## config.mk

```make
export PLATFORM = sky130hd
export DESIGN_NAME = screen_painter
export DESIGN_NICKNAME = d
export VERILOG_FILES = /design/src/rtl/screen_painter_pkg.sv /design/src/rtl/screen_painter_delay.sv /design/src/rtl/screen_painter.sv
export SDC_FILE = /design/constraint.sdc
export NUM_CORES = 1
export LEC_CHECK = 0
export ABC_AREA = 1
export CORE_UTILIZATION = 57
export DETAILED_ROUTE_END_ITERATION = 10
export GPL_ROUTABILITY_DRIVEN = 0
export HOLD_SLACK_MARGIN = 0.03
export PLACE_DENSITY = 0.91
export SKIP_CTS_REPAIR_TIMING = 1
export SLEW_MARGIN = 0
export SYNTH_ARGS = -nofsm -noshare
export SYNTH_HDL_FRONTEND = slang
export SYNTH_SLANG_ARGS = --single-unit
```

## constraint.sdc

```tcl
create_clock -name clk -period 3.3 [get_ports clk]
set_input_delay 0.99 -clock clk [delete_from_list [all_inputs] [get_ports clk]]
set_output_delay 0.99 -clock clk [all_outputs]
set_load 0.02 [all_outputs]
```

## src/rtl/screen_painter_pkg.sv

```systemverilog
// screen_pkg: mode encodings, default frame size and colour constants shared by the painter.
package screen_pkg;
    localparam logic [1:0] MODE_FILL  = 2'd0;
    localparam logic [1:0] MODE_IMAGE = 2'd1;
    localparam logic [1:0] MODE_SUBST = 2'd2;
    localparam int SCREEN_W = 160;
    localparam int SCREEN_H = 120;
    localparam logic [2:0] BLACK = 3'd0;
    localparam logic [2:0] RED   = 3'b100;
endpackage

```

## src/rtl/screen_painter_delay.sv

```systemverilog
// pixel_delay_line: fixed-depth shift register that aligns issued pixels with ROM data.
module pixel_delay_line #(
    parameter int DEPTH = 1,
    parameter int W     = 8
) (
    input  logic         clk,
    input  logic         rst,
    input  logic [W-1:0] d_i,
    output logic [W-1:0] q_o
);
    logic [W-1:0] stage_q [DEPTH];
    always_ff @(posedge clk) begin
        if (rst) begin
            for (int i = 0; i < DEPTH; i++) stage_q[i] <= '0;
        end else begin
            stage_q[0] <= d_i;
            for (int i = 1; i < DEPTH; i++) stage_q[i] <= stage_q[i-1];
        end
    end
    assign q_o = stage_q[DEPTH-1];
endmodule

```

## src/rtl/screen_painter.sv

```systemverilog
// screen_painter: raster-sweeps a WIDTH x HEIGHT frame, emitting plot strobes with
// colour from a latched fill value, an external ROM, or the ROM with key substitution.
module screen_painter
    import screen_pkg::*;
#(
    parameter int WIDTH       = SCREEN_W,
    parameter int HEIGHT      = SCREEN_H,
    parameter int X_W         = 8,
    parameter int Y_W         = 7,
    parameter int ADDR_W      = 15,
    parameter int COLOUR_W    = 3,
    parameter int ROM_LATENCY = 1
) (
    input  logic                clk,
    input  logic                rst,
    input  logic                start,
    input  logic [1:0]          mode,
    input  logic [COLOUR_W-1:0] fill_colour,
    input  logic [COLOUR_W-1:0] key_colour,
    input  logic [COLOUR_W-1:0] subst_colour,
    output logic [ADDR_W-1:0]   rom_addr,
    input  logic [COLOUR_W-1:0] rom_data,
    output logic [X_W-1:0]      x,
    output logic [Y_W-1:0]      y,
    output logic [COLOUR_W-1:0] colour,
    output logic                plot,
    output logic                busy,
    output logic                done
);
    localparam logic [1:0] S_IDLE  = 2'd0;
    localparam logic [1:0] S_RUN   = 2'd1;
    localparam logic [1:0] S_DRAIN = 2'd2;
    localparam logic [1:0] S_DONE  = 2'd3;

    logic [1:0]          state_q, state_d;
    logic [X_W-1:0]      x_q, x_d;
    logic [Y_W-1:0]      y_q, y_d;
    logic [ADDR_W-1:0]   addr_q, addr_d;
    logic [2:0]          cnt_q, cnt_d;
    logic [1:0]          mode_q, mode_d;
    logic [COLOUR_W-1:0] fill_q, fill_d, key_q, key_d, subst_q, subst_d, colour_q;
    logic [COLOUR_W-1:0] sel;
    logic                row_end, last;
    logic [X_W-1:0]      x_dl;
    logic [Y_W-1:0]      y_dl;
    logic                v_dl;

    assign row_end = x_q == X_W'(WIDTH - 1);
    assign last    = row_end && y_q == Y_W'(HEIGHT - 1);

    // Counters freeze on the last pixel so the delay line keeps presenting it, which
    // makes x/y hold their final values once plotting stops.
    always_comb begin
        state_d = state_q;
        x_d     = x_q;
        y_d     = y_q;
        addr_d  = addr_q;
        cnt_d   = cnt_q;
        mode_d  = mode_q;
        fill_d  = fill_q;
        key_d   = key_q;
        subst_d = subst_q;
        case (state_q)
            S_IDLE: if (start) begin
                state_d = S_RUN;
                x_d     = '0;
                y_d     = '0;
                addr_d  = '0;
                mode_d  = mode;
                fill_d  = fill_colour;
                key_d   = key_colour;
                subst_d = subst_colour;
            end
            S_RUN: if (last) begin
                state_d = S_DRAIN;
                cnt_d   = '0;
            end else begin
                x_d    = row_end ? '0 : x_q + 1'b1;
                y_d    = row_end ? y_q + 1'b1 : y_q;
                addr_d = addr_q + 1'b1;
            end
            S_DRAIN: begin
                cnt_d   = cnt_q + 1'b1;
                state_d = cnt_q == 3'(ROM_LATENCY - 1) ? S_DONE : S_DRAIN;
            end
            default: state_d = S_IDLE;
        endcase
    end

    always_ff @(posedge clk) begin
        if (rst) begin
            state_q  <= S_IDLE;
            x_q      <= '0;
            y_q      <= '0;
            addr_q   <= '0;
            cnt_q    <= '0;
            mode_q   <= MODE_FILL;
            fill_q   <= '0;
            key_q    <= '0;
            subst_q  <= '0;
            colour_q <= '0;
        end else begin
            state_q  <= state_d;
            x_q      <= x_d;
            y_q      <= y_d;
            addr_q   <= addr_d;
            cnt_q    <= cnt_d;
            mode_q   <= mode_d;
            fill_q   <= fill_d;
            key_q    <= key_d;
            subst_q  <= subst_d;
            colour_q <= colour;
        end
    end

    pixel_delay_line #(.DEPTH(ROM_LATENCY), .W(X_W + Y_W + 1)) u_align (
        .clk (clk),
        .rst (rst),
        .d_i ({state_q == S_RUN, x_q, y_q}),
        .q_o ({v_dl, x_dl, y_dl})
    );

    assign sel = mode_q == MODE_IMAGE ? rom_data :
                 mode_q == MODE_SUBST ? (rom_data == key_q ? subst_q : rom_data) : fill_q;

    assign plot     = v_dl;
    assign x        = x_dl;
    assign y        = y_dl;
    assign colour   = v_dl ? sel : colour_q;
    assign rom_addr = addr_q;
    assign busy     = state_q == S_RUN || state_q == S_DRAIN;
    assign done     = state_q == S_DONE;
endmodule

```

Word-level counts from Yosys, hierarchy flattened
Memories as Yosys holds them, arrays and structs flattened.
Cells that the tools add are included.
{ "op_classes": {"reduce_logical": 12, "addsub": 4, "muxes": 26, "eq_ne": 12} }
{ "op_table": {"columns": ["operator", "n"], "rows": [
  ["15-bit 2-to-1 mux", 2],
  ["15-bit case mux with 2 select lines", 1],
  ["8-bit 2-to-1 mux", 3],
  ["7-bit 2-to-1 mux", 3],
  ["16-bit 2-to-1 mux", 1],
  ["8-bit case mux with 2 select lines", 1],
  ["16-bit OR reduction", 1],
  ["15-bit by 1-bit adder with 15-bit output (second input constant)", 1],
  ["3-bit 2-to-1 mux", 5],
  ["7-bit case mux with 2 select lines", 1],
  ["8-bit by 1-bit adder with 8-bit output (second input constant)", 1],
  ["8-bit equality test (second input constant)", 1],
  ["2-bit != test (second input constant)", 4],
  ["7-bit by 1-bit adder with 7-bit output (second input constant)", 1],
  ["7-bit equality test (second input constant)", 1],
  ["2-bit equality test (second input constant)", 3],
  ["2-bit case mux with 3 select lines", 1],
  ["3-bit case mux with 2 select lines", 1],
  ["2-bit AND reduction", 3],
  ["1-bit 2-to-1 mux", 5],
  ["2-bit by 1-bit equality test with 1-bit output (second input constant)", 2],
  ["2-bit 2-to-1 mux", 2],
  ["4-bit AND reduction", 1],
  ["2-bit nonzero test", 2],
  ["7 further kinds", 7]
]} }
{ "totals": {"ram_bits": 16, "word_cells": 65, "out_inout_bits": 36, "regBits": 49, "in_bits": 17, "n_memories": 1} }
{ "memory_table": {"columns": ["name", "words", "word_bits", "read_ports", "rd_ports_with_merged_regs", "write_ports", "line_no", "rtl"], "rows": [
  ["u_align.stage_q", 1, 16, 1, 0, 1, "screen_painter_delay.sv:11", "logic [W-1:0] stage_q [DEPTH];"]
]} }

Depth between registers and ports, before layout
{ "logic_depth": {"word_depth": 5, "depth_mapped": 12, "ltp_nobuf": 12} }

Modules after synthesis
Synthesis repeated with hierarchy kept, for this count alone.
{ "hier_totals": {"cells_unflattened": 458, "hier_area_um2": 3211.8} }
{ "by_module_without_submodules": {"columns": ["module", "cells_per_inst", "area_per_inst_um2", "seq_area_each_um2", "n_inst"], "rows": [
  ["screen_painter", 408, 2737.6, 980.9, 1],
  ["pixel_delay_line", 50, 474.2, 320.3, 1]
]} }

Worst setup path before layout
Ideal clock, no wire load.
{ "synth_path": {"path_type": "in2out", "from": "in rom_data[0]", "to": "out colour[0]", "setup_slack_ps": 561, "t_required_ps": 2310, "path_buffers": 0, "t_arrival_ps": 1749, "path_stages": 7, "cell_sequence": "xnor2_1 -> nand4_1 -> nand2_1 -> nand2_1 -> nand3_1 -> nand2_1 -> inv_1"} }
{ "synth_between": {"elab_chain_cells": 5} }
{ "synth_lines": {"columns": ["element", "line_no", "rtl"], "rows": [
  ["start: declaration", "screen_painter.sv:22", "input logic [COLOUR_W-1:0] rom_data,"],
  ["3-bit equality test", "screen_painter.sv:124", "mode_q == MODE_SUBST ? (rom_data == key_q ? subst_q : rom_data) : fill_q;"],
  ["3-bit 2-to-1 mux (2 in a row)", "screen_painter.sv:124", null],
  ["3-bit 2-to-1 mux *", "screen_painter.sv:123", "assign sel = mode_q == MODE_IMAGE ? rom_data :"],
  ["3-bit 2-to-1 mux *", "screen_painter.sv:129", "assign colour = v_dl ? sel : colour_q;"],
  ["end: declaration", "screen_painter.sv:25", "output logic [COLOUR_W-1:0] colour,"]
]} }
Every way passes the cells marked *; elsewhere a longest branch is shown, timed or not.

Worst setup path in the final report
Ends and elaborated chain as after synthesis.

==> metrics.txt <==
Worst setup startpoint rom_data[0]; MaxCap Viol Count 0; Layout area overhead 27.2%; TritonCTS buffer count 9; Synth area leader dfxtp_1; Hold WC Path Type flop to flop; CTS tree built; DP Area 0.00381 mm^2; worst rel slew slack 65.1%; RSZ-0062 raised after global routing false; Design Area, Final approximately 0.004 mm^2; pwr/cell area 668 mW/mm^2; # DRC 0; clock root buffer clkbuf_8; status completed; overall power 2720 uW; Final Setup Violations 0; multiplexer share of the synthesized area 0%; Synth Area in XOR/XNOR 1.92%; Layout Cells excl Fill 590; # fillers 376; adder-cell share of the synthesized area 3.91%; sequential area share after synthesis around two fifths; Overflow after GRT 0; delay-heaviest family, CP simple AND/OR/NAND/NOR gates; DPL Wire Length around 5.3 mm; fin crit share 91.2%; CP required between 2 and 2.5 ns; Least-Margin Pin Slew 0.523 ns; Die Width 76.9 um; WL per Instance 13.6 um; synthesized area 0.00320 mm^2; R2R Setup Slk 1.09 ns; Mean Syn Cell Area 7.08 um^2; CTS Sinks 65; Slew Viols, Final 0; clk_skew roughly 0.011 ns; Final Hold Viols 0; Place WS -0.448 ns; critical path's largest stage delay roughly 0.18 ns; Crit Path Category primary input to output port; Global Route Usage Sum between 20% and 30%; Crit Reg-Reg Startpoint state_q[1]; Yosys reg bits 65; Die H 76.9 um; Fmax 332 MHz; vias about 3200; Synth Area in Compound Gates 10.8%; clock tree buffer depth 2; final WL around 8 mm; Buf+Inv Stages, Crit Path 3; wire length on met1 approximately 3.2 mm; Layout Nets 542; I/O pin count 53; Final Critical Period 3.01 ns; Met3 Wirelength 478 um; critical path fanouts, max 3; ANT cells 0; Simple-Gate Fraction of Synth Area 33.3%; Synth cell types 32; port bufs 52; startpoint types primary input; initial antenna violation count 0; routed wl met2 4.10 mm; Die Footprint 0.00591 mm^2; dpl cells 574; vias per cell 5.36; post-synth net total 479; Critical Path Most Common Cell nand2_1; clock slew at reported path FFs 0.08 ns; DRT Pass-1 Iters 5; largest net degree at the start of global routing 26; first-pass GRT wire length between 10 and 15 mm; Yosys warnings 0; row count 26; Initial Util 60.7%; CP arrival about 2.0 ns; H-Tree Depth 3; leakage 0.00164 uW; post-route ant nets 0; Core ar. between 0.005 and 0.006 mm^2; vias in the first global route 3082; Syn Inst Count 452; Yosys top cell area share 40.7%; CP Cell Sequence dlymetal6s2s_1, xnor2_2, nand4_1, nand2_1, nand2_1, nand3_1, nand2_1, inv_1, buf_2; HP Start x_q[7]; synth top area cells dfxtp_1 (41%), nand2_1 (12%), nor2_1 (9.7%), inv_1 (6.3%), nand3_1 (4.7%); Critical Path Sink Type output port; clk_lat worst skew about 0.35 ns; share of cells above drive strength 1 11.7%; DR top layer met4; Iter 0 DRT Violations ~190; maximum VDD drop 0.000542 V; largest family of logic cells by synthesized area simple AND/OR/NAND/NOR gates; PnR worst setup slack a little under 0.3 ns; Critical-path top delay cell xnor2_2
-- routing by layer --
metal / vias to the layer above / track usage (%)
met3: 21 / 5.60
met4: 0 / 15.2
li1: 1551 / -
met5: - / 0
met1: 1473 / 30.9
met2: 115 / 52.5
-- synth_stat cells, drive strengths merged --
cell,count
a21boi,1
a21oi,31
buf,5
clkbuf,6
clkinv,1
dfxtp,65
ha,10
inv,58
nand2,105
nand3,32
nand4,10
nor2,85
nor3,8
nor3b,1
o21ai,25
or2,2
xnor2,2
xor2,5
-- stage by stage --
stage	hold WS, ns	util (%)	TNS, ns
5_1_grt	0.483	77.2	0
6_report	0.471	77.2	0
3_3_place_gp	0.453	72.3	-1.02
3_5_place_dp	0.461	72.3	-1.28
2_1_floorplan	0.431	-	0
4_1_cts	0.466	77.1	-1.32
-- sequential cells by signal, indices dropped and copies added, names as in the netlist --
name,cells
y_q,7
colour_q,3
subst_q,3
state_q,2
mode_q,2
cnt_q,3
key_q,3
x_q,8
fill_q,3
u_align.stage_q,16
rom_addr,15
-- worst reg2reg max path, cell delays in order (launching register included) --
cell and delay (ns):
dfxtp_1 0.34, inv_1 0.11, ha_1 0.16, buf_4 0.20, inv_1 0.27, a21oi_4 0.44
nand2_8 0.19, inv_4 0.19, nand3_1 0.11, a21oi_2 0.13
-- final timing paths --
path	end	cells after the start
worst min-delay path	u_align.stage_q[0][14]	2
worst max register to register	rom_addr[2]	9
worst min register to register	u_align.stage_q[0][14]	2
worst max-delay path	colour[0]	9
-- logic make-up after synthesis --
group           after synthesis
xor+xnor                      7
flops                        65
simple gates                243
fa+ha+maj                    10
buf+inv                      70
compound gates               57
-- layout make-up --
class | count | area (um^2) | area share (%)
sequential | 65 | 1300 | 32.0
multi-input combinational | 317 | 1610 | 39.5
clock buffer | 12 | 155 | 3.81
inverter | 59 | 224 | 5.51
timing repair buffer | 63 | 596 | 14.6
clock inverter | 4 | 98.8 | 2.43
tap | 70 | 87.6 | 2.15
-- report_power, final --
| group | total, uW | switching, uW | internal (uW) |
|---|---|---|---|
| logic | 926 | 631 | 295 |
| clock network | 856 | 311 | 545 |
| registers | 934 | 66.0 | 868 |
-- placed cells by master (no fill, tap or decap), types with 2 or more instances in the layout --
cell type / Yosys / routed
buf_4: 0 / 11
nor3_1: 8 / 8
nand3_4: 2 / 2
nand2_1: 99 / 98
dlymetal6s2s_1: 0 / 3
a21oi_2: 10 / 10
o21ai_0: 22 / 22
o21ai_2: 2 / 2
inv_2: 3 / 4
nand4_1: 10 / 10
xor2_1: 5 / 5
ha_1: 10 / 10
dfxtp_1: 65 / 65
bufinv_16: 0 / 3
or2_2: 2 / 2
clkbuf_2: 0 / 2
inv_1: 54 / 53
nand3_1: 30 / 30
a21oi_1: 20 / 20
nor2_1: 83 / 83
clkdlybuf4s50_1: 0 / 46
nand2_2: 5 / 6
nor2_4: 2 / 2
clkbuf_8: 0 / 11
(Power assumes the default switching activity.)
